===== src/rtl/blake2s_msg_packer.sv =====
// Packs byte-serial message data into 64-byte little-endian BLAKE2s blocks with byte counter t.
// Latency: block valid 1 cycle after its closing byte. Backpressure: blk_ready_i low holds the block.
// BLAKE2S_PACKER_DBUF_EN: keep accepting the next block while one waits; ready_v_o drops only when both are full.
module blake2s_msg_packer #(
    parameter int BLOCK_BYTES = 64,
    parameter int T_W         = 64
) (
    input  logic                     clk,
    input  logic                     reset,
    input  logic                     data_v_i,
    input  logic [7:0]               data_i,
    input  logic [5:0]               data_idx_i,
    input  logic                     block_first_i,
    input  logic                     block_last_i,
    output logic                     ready_v_o,
    output logic                     blk_v_o,
    input  logic                     blk_ready_i,
    output logic [8*BLOCK_BYTES-1:0] blk_m_o,
    output logic [T_W-1:0]           blk_t_o,
    output logic                     blk_first_o,
    output logic                     blk_last_o,
    output logic                     err_o
);

    typedef enum logic [1:0] {S_FILL, S_HOLD, S_FULL} state_t;

    state_t                   r_state, w_state_nxt;
    logic [8*BLOCK_BYTES-1:0] r_fill, w_fill_next;
    logic [5:0]               r_exp_idx;
    logic                     r_first_fill;
    logic [T_W-1:0]           r_t;
    logic                     r_err;
    logic [8*BLOCK_BYTES-1:0] r_blk_m;
    logic [T_W-1:0]           r_blk_t;
    logic                     r_blk_first, r_blk_last;

    logic                     w_accept, w_start, w_close, w_first, w_ld_new;
    logic [T_W-1:0]           w_t_close;

`ifdef BLAKE2S_PACKER_DBUF_EN
    logic [T_W-1:0]           r_pend_t;
    logic                     r_pend_first, r_pend_last;
    logic                     w_ld_pend, w_stash;

    assign ready_v_o = (r_state == S_FILL) || (r_state == S_HOLD);
    assign w_ld_pend = (r_state == S_FULL) && blk_ready_i;
    assign w_stash   = (r_state == S_HOLD) && !blk_ready_i && w_close;
`else
    assign ready_v_o = (r_state == S_FILL);
`endif

    assign blk_v_o     = (r_state != S_FILL);
    assign blk_m_o     = r_blk_m;
    assign blk_t_o     = r_blk_t;
    assign blk_first_o = r_blk_first;
    assign blk_last_o  = r_blk_last;
    assign err_o       = r_err;

    assign w_accept  = data_v_i && ready_v_o;
    assign w_start   = (r_exp_idx == 6'd0);
    assign w_close   = w_accept && ((data_idx_i == 6'd63) || block_last_i);
    assign w_first   = w_start ? block_first_i : r_first_fill;
    // A first block restarts the count; otherwise accumulate onto the running t.
    assign w_t_close = (w_first ? '0 : r_t) + T_W'(data_idx_i) + T_W'(1);
    assign w_ld_new  = w_close && ((r_state == S_FILL) || ((r_state == S_HOLD) && blk_ready_i));

    always_comb begin
        w_fill_next = w_start ? '0 : r_fill;
        w_fill_next[{data_idx_i, 3'b000} +: 8] = data_i;
    end

    always_comb begin
        w_state_nxt = r_state;
        case (r_state)
            S_FILL: if (w_close) w_state_nxt = S_HOLD;
            S_HOLD: begin
                if (blk_ready_i)  w_state_nxt = w_close ? S_HOLD : S_FILL;
                else if (w_close) w_state_nxt = S_FULL;
            end
            S_FULL: if (blk_ready_i) w_state_nxt = S_HOLD;
            default: w_state_nxt = S_FILL;
        endcase
    end

    always_ff @(posedge clk or posedge reset) begin
        if (reset) begin
            r_state      <= S_FILL;
            r_fill       <= '0;
            r_exp_idx    <= 6'd0;
            r_first_fill <= 1'b0;
            r_t          <= '0;
            r_err        <= 1'b0;
        end else begin
            r_state <= w_state_nxt;
            if (w_accept) begin
                r_fill       <= w_fill_next;
                r_first_fill <= w_first;
                r_exp_idx    <= w_close ? 6'd0 : data_idx_i + 6'd1;
                if (data_idx_i != r_exp_idx) r_err <= 1'b1;
            end
            if (w_close) r_t <= block_last_i ? '0 : w_t_close;
        end
    end

    always_ff @(posedge clk or posedge reset) begin
        if (reset) begin
            r_blk_m     <= '0;
            r_blk_t     <= '0;
            r_blk_first <= 1'b0;
            r_blk_last  <= 1'b0;
        end else if (w_ld_new) begin
            r_blk_m     <= w_fill_next;
            r_blk_t     <= w_t_close;
            r_blk_first <= w_first;
            r_blk_last  <= block_last_i;
        end
`ifdef BLAKE2S_PACKER_DBUF_EN
        else if (w_ld_pend) begin
            // The waiting block's bytes stay parked in the fill buffer.
            r_blk_m     <= r_fill;
            r_blk_t     <= r_pend_t;
            r_blk_first <= r_pend_first;
            r_blk_last  <= r_pend_last;
        end
`endif
    end

`ifdef BLAKE2S_PACKER_DBUF_EN
    always_ff @(posedge clk or posedge reset) begin
        if (reset) begin
            r_pend_t     <= '0;
            r_pend_first <= 1'b0;
            r_pend_last  <= 1'b0;
        end else if (w_stash) begin
            r_pend_t     <= w_t_close;
            r_pend_first <= w_first;
            r_pend_last  <= block_last_i;
        end
    end
`endif

endmodule

===== config.mk =====
export PLATFORM = sky130hd
export DESIGN_NAME = blake2s_msg_packer
export DESIGN_NICKNAME = d
export VERILOG_FILES = /design/src/rtl/blake2s_msg_packer.sv
export SDC_FILE = /design/constraint.sdc
export NUM_CORES = 2
export LEC_CHECK = 0
export BUFFER_PORTS_ARGS = -buffer_cell sky130_fd_sc_hd__buf_4
export CAP_MARGIN = 15
export CORE_MARGIN = 2
export CORE_UTILIZATION = 35
export DETAILED_ROUTE_END_ITERATION = 8
export PLACE_DENSITY = 0.57
export SLEW_MARGIN = 20
export SYNTH_ARGS = -nofsm -noshare
export SYNTH_HDL_FRONTEND = slang
export SYNTH_SLANG_ARGS = --single-unit
export TNS_END_PERCENT = 20

===== constraint.sdc =====
create_clock -name clk -period 83.3 [get_ports clk]
set_input_delay 16.66 -clock clk [delete_from_list [all_inputs] [get_ports clk]]
set_output_delay 16.66 -clock clk [all_outputs]
set_load 0.02 [all_outputs]

* Word level (Yosys, flattened, before mapping) *
Cells that the tools add are included.

word-level totals
  output and inout port bits = 581
  input bits = 20
  register bits after elaboration = 1164
  word-level logic and storage cells = 46

operators by class
  reduce and logical (&&, ||, !) cells = 11
  shift operators = 2
  add/sub/neg operators = 4
  multiplexer cells = 12
  equal/unequal tests = 7

operators with widths
  operator                                                                   count
  512-bit bitwise mux                                                        1
  512-bit two-way mux                                                        1
  8-bit by 11-bit variable shift with 512-bit output (first input constant)  1
  8-bit by 11-bit indexed part select with 512-bit output                    1
  64-bit two-way mux                                                         2
  64-bit by 1-bit adder with 64-bit output (second input constant)           1
  64-bit by 6-bit adder with 64-bit output                                   1
  9-bit negation with 11-bit output                                          1
  2-bit two-way mux                                                          4
  6-bit by 1-bit adder with 6-bit output (second input constant)             1
  6-bit == test (second input constant)                                      1
  6-bit zero test                                                            1
  6-bit two-way mux                                                          1
  6-bit != test                                                              1
  2-bit case mux with 3 select lines                                         1
  1-bit logical AND                                                          4
  3-bit != test (second input constant)                                      1
  3-bit AND reduction                                                        1
  2-bit by 1-bit == test with 1-bit output (second input constant)           1
  2-bit == test (second input constant)                                      1
  2-bit zero test                                                            1
  1-bit logical OR                                                           2
  1-bit two-way mux                                                          2
  2-bit by 1-bit != test with 1-bit output (second input constant)           1
  other kinds (3)                                                            3

* Depth between registers and ports, before layout *
  depth after elaboration = 6
  gate-level depth with buffers = 18
  mapped depth without buffers = 13

* Worst setup path after synthesis *
OpenSTA, ideal clock, no wires.

  path kind = input to register
  from = in block_first_i
  to = reg r_blk_t[28], in the netlist blk_t_o[28]
  data arrival time = 19.987 ns
  path slack = 63.236 ns
  data required time = 83.224 ns
  stages on the path = 16
  cell sequence = or3b_2 nor2_1 nor2_1 clkbuf_1 clkbuf_1 nand2_1 ha_1 inv_1 fa_1 a211oi_1 o21bai_1 nand4_4 or2_1 clkbuf_1 mux2_2 o21ai_1

on the way
  longest elaborated chain between the ends = 4

ends and longest elaborated chain
  element                                   line  source
  start, declared                           13    input logic block_first_i,
  1-bit two-way mux                         62    assign w_first = w_start ? block_first_i : r_first_fill;
  64-bit two-way mux                        64    assign w_t_close = (w_first ? '0 : r_t) + T_W'(data_idx_i) + T_W'(1);
  64-bit by 6-bit adder with 64-bit output  64
  64-bit by 1-bit adder with 64-bit output  64
  end signal, assigned                      113   r_blk_t <= w_t_close;
  end, declared                             34    logic [T_W-1:0] r_blk_t;

Every way passes these cells.
A chain may end at the register's enable or synchronous reset.

* Final worst setup path *
  from = in data_idx_i[1]
  to = reg r_fill[416]

on the way
  longest elaborated chain between the ends = 3
  elaborated cells between the ends (all ways) = 4

ends and longest elaborated chain
  element                                                                                                                               line  source
  start, declared                                                                                                                       12    input logic [5:0] data_idx_i,
  9-bit negation with 11-bit output *                                                                                                   69    w_fill_next[{data_idx_i, 3'b000} +: 8] = data_i;
  8-bit by 11-bit indexed part select with 512-bit output / 8-bit by 11-bit variable shift with 512-bit output (equally long branches)  69
  512-bit bitwise mux *                                                                                                                 69
  end signal, assigned                                                                                                                  96    r_fill <= w_fill_next;
  end, declared                                                                                                                         28    logic [8*BLOCK_BYTES-1:0] r_fill, w_fill_next;

Mark *: on every way between the ends. The rest lies on a longest branch, timed or not.

==> key figures <==
Synth
  – Number of synthesized flops with an enable pin: 0
  – Mean Syn Cell Area: 9.86 µm²
  – Cells after Synth: 5170
  – Mapped Area: 51000 µm²
  – Commonest cells in the netlist: 1164 x dfrtp_1, 781 x nor2_1, 621 x nand2_1, 396 x a22o_1, 394 x clkbuf_1
  – Predominant post-synthesis flop cell: dfrtp_1
  – Seq/Total Area, Yosys: 0.571
  – Most frequent cell after synthesis: dfrtp_1
  – Count of cell types in the netlist: 78
  – Area leader, netlist: dfrtp_1
  – Syn. warnings: 0
  – FF+latch count, synth: 1164
  – Yosys top cell area share: 0.571
  – Synth Net Count: 5201
  – FFs w/ async S/R, synth: 1.00
  – Top cells by area, synth: dfrtp_1 57%, a22o_1 6.8%, nor2_1 5.7%

Placed design
  – Inst Count DP: 7337
  – Area after DPL: 57000 µm²
  – I/O Buffers: 600
  – RePlAce Congestion: 0.927
  – DP HPWL: 129 mm

CTS
  – CTS sink count: 1164
  – H-tree levels: 4
  – Skew-Pair Late Insertion Delay: 0.81 ns
  – Post-CTS sizing: 0
  – Setup bufs post-CTS: 0
  – Clk slew on worst S/H paths: 0.06 ns
  – # hold bufs at CTS: 0
  – CTS max path bufs: 3
  – Num CTS Buffers: 136
  – CTS tree: done
  – CTS root buf: clkbuf_16

STA
  – Final hold vios: 0
  – Max Freq: 48.6 MHz
  – Relative slew slack: 0.182
  – Unrepaired setup endpoints after global routing: false
  – Final setup vio count: 0
  – Setup Skew: 0.0394 ns
  – Final period util: 0.247
  – Tmin final: 20.56 ns
  – Worst Max-Slew Pin Slew: 1.19 ns
  – Slew Limit Fails: 0
  – Setup TNS: 0 ns

Setup path
  – Type of the worst setup path: primary input to flop
  – Critical path endpoint category: flop
  – Worst r2r src: r_exp_idx[0]
  – Critical path launch point type: primary input
  – Arrival @ worst endpoint: 21.27 ns
  – Critical Path Fanout Max: 17
  – Critical Path Source: data_idx_i[1]
  – CP required: 84.01 ns

Power and ir drop
  – VDD IR max: 17.5 µV
  – Switching part of the total power: 0.321
  – Pint: 1.05 mW
  – Leak Pwr: 27.6 nW
  – Pwr/cell area: 25.2 nW/µm²
  – Logic gate share of total power: 0.186
  – Part of the power in registers: 0.419
  – Clock network power share: 0.394
  – P_sw: 498 µW

Final layout
  – Finished Core Util: 0.425
  – Nets: 5591
  – Layout cells sized above 1: 0.170
  – Multi-input gate area: 20200 µm²
  – Cell Count, Final, Fillers Out: 7583
  – Fillers: 14000
  – Synth-to-layout area growth: 21.0%
  – Final Cell Area: 61700 µm²
  – Reg area: 29100 µm²

Floorplan
  – Initial core utilization: 0.351
  – I/O Pins: 601
  – Die Ht: 386 µm
  – # rows: 140
  – Core Region: 145000 µm²
  – Die Area: 149000 µm²
  – Die width: 386 µm

Route
  – Vias/cell: 5.83
  – Initial DRC count: 4954
  – Drt wl/cell: 25.9 µm
  – Drt first pass iters: 6
  – Final ANT Viol Nets: 0
  – DRC: 0
  – Routed wire length: 196 mm
  – Via count: 44200

GRT
  – GRT Total Usage: 0.259
  – Gr ovfl total: 0
  – Global-route wire length before repair: 288 mm
  – Vias in the first global route: 42100
  – Largest net degree at the start of global routing: 238
  – Initial antenna violation count: 5

Min path
  – Hold_sp: err_o
  – Min-delay worst type: flop to flop

Flow run
  – Max_cap viols: 0

Run status
  – Status: completed
-- layer usage --
layer / GRT usage / share of wire / routed length (µm) / up-vias
met1: 0.359 / 0.43 / 84000 / 22200
met5: 0 / 0.00015 / 29 / -
met2: 0.393 / 0.45 / 89200 / 1998
met3: 0.0536 / 0.076 / 14900 / 391
met4: 0.108 / 0.042 / 8310 / 6
li1: - / - / - / 19600
-- critical path, stage by stage --
cell	delay (ns)
buf_4	0.19
inv_1	0.27
ha_1	0.58
nor3b_1	0.55
mux2i_1	1.04
nand2b_1	0.78
nor2_1	0.38
o21ai_1	0.58
a22o_1	0.22
-- state kept, by name, indices dropped and copies added (netlist names) --
register	count
r_t	64
blk_m_o	512
r_fill	512
r_exp_idx	6
blk_last_o	1
blk_t_o	64
err_o	1
blk_first_o	1
r_state	2
r_first_fill	1
-- power groups by stage --
stage                     clock network (mW)  registers (mW)  logic (mW)
after global routing                   0.647           0.655       0.311
after floorplan                            0           0.688       0.126
final                                  0.612           0.651       0.289
after CTS                              0.622           0.651       0.290
after global placement                     0           0.660       0.287
after detailed placement                   0           0.661       0.289
-- path summary, 6_finish.rpt --
path,slack (ns),depth (start not counted),endpoint
worst min register to register,0.46,1,err_o
worst max-delay path,62.74,9,r_fill[416]
max in group asynchronous,63.39,6,r_fill[1]
worst min-delay path,0.46,1,err_o
min in group asynchronous,16.00,2,blk_m_o[377]
worst max register to register,78.11,10,blk_t_o[62]
-- stage by stage --
step / total power [mW] / hold WS (ns) / worst slack (ns)
after floorplan: 0.814 / 0.434 / 33.85
after global placement: 0.948 / 0.441 / 62.11
after detailed placement: 0.950 / 0.447 / 62.01
after CTS: 1.56 / 0.460 / 62.88
after global routing: 1.61 / 0.492 / 62.53
final: 1.55 / 0.457 / 62.74
-- cells in the final DEF, fill, tap and decap left out, drive strengths merged, types with 4 or more instances in the layout --
master,netlist,final
a2111o,6,6
a2111oi,4,4
a211o,17,17
a21o,26,26
a21oi,60,60
a221o,69,69
a221oi,173,173
a22o,396,396
a31oi,268,268
and2,25,25
and3,30,30
and4,17,17
buf,41,688
bufinv,0,8
clkbuf,396,193
clkinv,1,39
dfrtp,1164,1164
ha,10,10
inv,26,28
nand2,621,621
nand2b,5,5
nand3,170,170
nand4,45,45
nor2,782,782
nor3,121,121
nor3b,10,10
nor4,27,27
o2111ai,6,6
o211ai,6,6
o21a,5,5
o21ai,421,421
o2bb2ai,32,32
o31ai,23,23
or2,16,16
or3,48,48
or4,12,12
xnor2,26,26
xor2,16,16
-- final cells by class --
class	instances	area share
flip-flops and latches	1164	0.472
multi-input cells	3542	0.328
repair buffers	689	0.0851
clock buffers	192	0.0628
well taps	1917	0.0389
clock inverters	51	0.0116
inverters	27	0.00176
diodes	1	0.0000405
-- cell families (layout without fill, tap and decap cells) --
| kind of cell | after synthesis | count (layout) | share of synthesized area |
|---|---|---|---|
| other | 0 | 1 | 0 |
| muxes | 6 | 6 | 0.00125 |
| buffers and inverters | 464 | 959 | 0.0346 |
| and+or+nand+nor | 1943 | 1943 | 0.166 |
| AOI/OAI and AO/OA | 1540 | 1540 | 0.217 |
| xor gates and xnor gates | 42 | 42 | 0.00721 |
| DFF | 1164 | 1164 | 0.571 |
| adders and majority gates | 11 | 11 | 0.00285 |
No activity file was read; power rests on OpenSTA's default activity.
